### config.mk
export PLATFORM = sky130hd
export DESIGN_NAME = rr_arbiter_lock
export DESIGN_NICKNAME = d
export VERILOG_FILES = /design/src/rtl/rr_arbiter_lock.sv
export SDC_FILE = /design/constraint.sdc
export NUM_CORES = 1
export LEC_CHECK = 0
export ABC_AREA = 1
export CELL_PAD_IN_SITES_DETAIL_PLACEMENT = 1
export CELL_PAD_IN_SITES_GLOBAL_PLACEMENT = 1
export CORE_MARGIN = 10
export CORE_UTILIZATION = 32
export DETAILED_ROUTE_END_ITERATION = 8
export PLACE_DENSITY = 0.75
export SLEW_MARGIN = 15
export SYNTH_ARGS = -nofsm -noshare
export SYNTH_HDL_FRONTEND = slang
export SYNTH_SLANG_ARGS = --single-unit
export TNS_END_PERCENT = 100
### constraint.sdc
create_clock -name CLK -period 1.5 [get_ports CLK]
set_clock_uncertainty 0.1 [all_clocks]
set_input_delay 0.15 -clock CLK [delete_from_list [all_inputs] [get_ports CLK]]
set_output_delay 0.15 -clock CLK [all_outputs]
set_load 0.02 [all_outputs]
### src/rtl/rr_arbiter_lock.sv
// Round-robin arbiter with grant lock; ARB_TIMEOUT_EN adds a MAX_HOLD forced release with a TIMEOUT pulse.
// Latency: 1 clock from REQ to GNT; exactly one idle cycle between consecutive grants.
// Backpressure: the owner holds GNT until it sends DONE or drops REQ; other requesters wait.
module rr_arbiter_lock #(
  parameter int N        = 4,
  parameter int W        = 2,
  parameter int MAX_HOLD = 15
) (
  input  logic         CLK,
  input  logic         RESETN,
  input  logic [N-1:0] REQ,
  input  logic         DONE,
  output logic [N-1:0] GNT,
  output logic         BUSY,
  output logic [W-1:0] OWNER,
  output logic         TIMEOUT
);

  typedef enum logic {IDLE, GRANT} state_t;

  state_t       state_q;
  logic [W-1:0] ptr_q;

  logic [N-1:0] low_mask;
  logic [N-1:0] masked_req;
  logic [N-1:0] pick_src;
  logic [N-1:0] win_onehot;
  logic [W-1:0] win_idx;
  logic [W-1:0] owner_nxt;
  logic         normal_rel;
  logic         hold_limit;

  // Requests at or above PTR get first pick; fall back to the full vector to wrap around.
  always_comb begin
    low_mask = '0;
    for (int i = 0; i < N; i++) begin
      if (i < int'(ptr_q)) low_mask[i] = 1'b1;
    end
    masked_req = REQ & ~low_mask;
    pick_src   = (masked_req != '0) ? masked_req : REQ;
    win_onehot = pick_src & (~pick_src + N'(1));
    win_idx    = '0;
    for (int i = 0; i < N; i++) begin
      if (win_onehot[i]) win_idx = win_idx | W'(i);
    end
  end

  assign owner_nxt  = (OWNER == W'(N - 1)) ? '0 : OWNER + W'(1);
  assign normal_rel = DONE || !REQ[OWNER];

`ifdef ARB_TIMEOUT_EN
  logic [7:0] hcnt_q;
  logic       timeout_q;

  // hcnt_q counts completed grant cycles, so the limit is reached on cycle MAX_HOLD.
  assign hold_limit = (hcnt_q == 8'(MAX_HOLD - 1));
  assign TIMEOUT    = timeout_q;

  always_ff @(posedge CLK or negedge RESETN) begin
    if (!RESETN) begin
      hcnt_q    <= '0;
      timeout_q <= 1'b0;
    end else begin
      timeout_q <= 1'b0;
      if (state_q == IDLE) begin
        hcnt_q <= '0;
      end else if (normal_rel || hold_limit) begin
        hcnt_q    <= '0;
        timeout_q <= !normal_rel;
      end else begin
        hcnt_q <= hcnt_q + 8'd1;
      end
    end
  end
`else
  // MAX_HOLD only matters in the timeout build.
  logic unused_max_hold;
  assign unused_max_hold = ^MAX_HOLD;
  assign hold_limit      = 1'b0;
  assign TIMEOUT         = 1'b0;
`endif

  always_ff @(posedge CLK or negedge RESETN) begin
    if (!RESETN) begin
      state_q <= IDLE;
      ptr_q   <= '0;
      GNT     <= '0;
      BUSY    <= 1'b0;
      OWNER   <= '0;
    end else begin
      case (state_q)
        IDLE: begin
          if (REQ != '0) begin
            GNT     <= win_onehot;
            OWNER   <= win_idx;
            BUSY    <= 1'b1;
            state_q <= GRANT;
          end
        end
        GRANT: begin
          if (normal_rel || hold_limit) begin
            GNT     <= '0;
            BUSY    <= 1'b0;
            ptr_q   <= owner_nxt;
            state_q <= IDLE;
          end
        end
        default: state_q <= IDLE;
      endcase
    end
  end

endmodule
==> flow_summary.json <==
{
  "yosysWarnings": 0,
  "min_path_type": "in -> async",
  "post-route-min-period_ns": 1.37,
  "critPathKind": "reg -> reg",
  "r2r_cells": 9,
  "antenna_cells": 0,
  "postRouteAntennaNets": 0,
  "period_share_pct": 91.2,
  "drc": 0,
  "cp.depth": 9,
  "ys_types": 18,
  "fin_nets": 107,
  "cp_slowest_cell": "dfrtp_2",
  "grt_pass1_vias": 582,
  "first_iter_violations": 4,
  "area_growth_pct": 41.7,
  "ys.flop_type": "dfrtp_1",
  "cts_inserted_buffers": 3,
  "start_kind": "flop",
  "dp_hpwl_mm": 1.33,
  "endpoint": "ptr_q[1]$_DFFE_PN0P_",
  "powerDensity_nw_per_um2": 2010,
  "dieArea_um2": 3800,
  "reg2reg_from": "OWNER[0]$_DFFE_PN0P_",
  "cp_data_arrival_time_ns": 1.44,
  "grtUsageTotal_pct": 10.0,
  "num_vias": 568,
  "leakage_nw": 0.453,
  "hold_ws_ns": 0.0842,
  "fp.dieW_um": 61.7,
  "fp-row-count": 14,
  "synthCells": 76,
  "cp_common_cell": "nand2_1",
  "rsz0062_at_grt": "yes",
  "required_ns": 1.57,
  "dr.pass1.iters": 4,
  "drt-total-wl_mm": 1.67,
  "cpPeakStageDelay_ns": 0.45,
  "avgSynthCellArea_um2": 7.31,
  "synthArstFlopShare_pct": 100,
  "grt_pass1_wl_mm": 2.83,
  "crit_start": "OWNER[0]$_DFFE_PN0P_",
  "rrSetupSlack_ns": 0.13,
  "clk_pin_slew_worst_paths_ns": 0.07,
  "initial_core_util_pct": 35.2,
  "cts_root_buf": "clkbuf_4",
  "ys_ff_latch": 10,
  "outcome": "complete, no violations",
  "wl_per_cell_um": 14.7,
  "ir_worst_vdd_mv": 0.784,
  "hold_viol": 0,
  "ys_seq_area_share_pct": 45.0,
  "grt_overflow": 0,
  "drive_gt1_share_pct": 21.4,
  "fmax_ghz": 0.731,
  "fillCellCount": 197,
  "stdcell_area_um2": 787,
  "portBuffers": 13,
  "post-place-ws_ns": -0.0805,
  "die_h_um": 61.7,
  "place_area_um2": 728,
  "crit_buf_inv": 2,
  "most-common-layout-cells": "nand2_1, dfrtp_1, nor2_1",
  "final_common_cell": "nand2_1",
  "grt_max_degree": 11,
  "via_per_inst": 4.98,
  "place_congestion": 0.774,
  "clockBufferDepth": 2,
  "cts_tree": "done",
  "synth_nets": 84,
  "r2r_end": "ptr_q[1]$_DFFE_PN0P_",
  "cap_violations": 0,
  "crit_family": "simple AND/OR/NAND/NOR gates",
  "drv_slew": 0,
  "core_area_um2": 1580,
  "crit_fanout": 6,
  "synth_edf_count": 0,
  "setup_ws_ns": 0.131,
  "end_kind": "flop",
  "antenna_found_initial": 0,
  "setup_viol": 0,
  "io-pin-count": 15,
  "hold_buffers": 0,
  "htree_num_levels": 1,
  "netlist_area_um2": 556,
  "clk_latency_ns": 0.27,
  "path_cells": "inv_2 -> nor2_1 -> nor2_1 -> nand2_1 -> nand2_1 -> nand2_2 -> buf_4 -> nand3_1 -> nand2_1",
  "clock_sink_count": 10
}
what timing repair did:
item | 4_1_cts | 5_1_grt
resized for setup | 5 | 7
pin swaps | 0 | 2
setup endpoints to repair | 5 | 10
setup buffers | 0 | 2
final cells by class:
type / count / area, um2 / share of cell area, %
Inverter: 9 / 33.8 / 4.29
Tap cell: 16 / 20.0 / 2.54
Clock buffer: 4 / 36.3 / 4.61
Multi-Input combinational cell: 56 / 272 / 34.5
Timing Repair Buffer: 19 / 174 / 22.1
Sequential cell: 10 / 251 / 32.0
how the worst min path moves through the flow:
stage | endpoint | slack, ns | depth (start not counted)
floorplan | BUSY$_DFFE_PN0P_ | -0.25 | 0
global placement | BUSY$_DFFE_PN0P_ | 0.36 | 2
detailed placement | BUSY$_DFFE_PN0P_ | 0.37 | 2
CTS | GNT[1]$_DFFE_PN0P_ | 0.10 | 1
global route | ptr_q[1]$_DFFE_PN0P_ | 0.12 | 1
finish | ptr_q[1]$_DFFE_PN0P_ | 0.08 | 1
metrics by stage:
step / power [W] / utilization [%] / TNS (ns) / cells
after floorplan: 0.000970 / - / 0 / 76
after global routing: 0.00173 / 49.9 / -0.0205 / 114
after CTS: 0.00154 / 48.1 / 0 / 112
after global placement: 0.00130 / 46.2 / -0.251 / 108
after detailed placement: 0.00133 / 46.2 / -0.420 / 108
final: 0.00158 / 49.9 / 0 / 114
power breakdown:
| group | total [W] | switching (W) | internal, W |
|---|---|---|---|
| sequential | 0.000515 | 0.000123 | 0.000392 |
| combinational | 0.000814 | 0.000485 | 0.000329 |
| clock | 0.000251 | 0.000104 | 0.000148 |
cells by family (layout without fill, tap and decap cells):
group           count (synthesis)  count (layout)  share of synthesized area, %
compound gates                  7               7                          6.76
simple gates                   47              47                          37.8
buf+inv                        10              32                          7.43
flops                          10              10                          45.0
other cells                     1               1                         0.675
fa+ha+maj                       1               1                          2.25
per-layer routing:
layer  wire, um  track usage, %
met1        728            11.3
met2        835            16.1
met3         89            4.32
met4         18            4.46
met5          0               0
flip-flops by register name (all words and copies together) (netlist names):
| signal | flops |
|---|---|
| ptr_q | 2 |
| GNT | 4 |
| BUSY | 1 |
| OWNER | 2 |
| state_q | 1 |
cell usage after synthesis (2+ instances only):
master | n | area share (%)
nor2_2 | 2 | 2.3
o21ai_1 | 2 | 1.8
nand2_1 | 24 | 16
a21oi_1 | 3 | 2.7
nor2_1 | 8 | 5.4
dfrtp_1 | 10 | 45
nand3_1 | 7 | 6.3
nand2_2 | 3 | 3.4
inv_1 | 8 | 5.4
worst register-to-register path, stage by stage, from the launching register on:
cell and delay [ns]:
dfrtp_2 0.45, inv_2 0.09, nor2_1 0.05, nor2_1 0.12, nand2_1 0.06, nand2_1 0.07, nand2_2 0.07, buf_4 0.14
nand3_1 0.06, nand2_1 0.05
(Power assumes the default switching activity.)
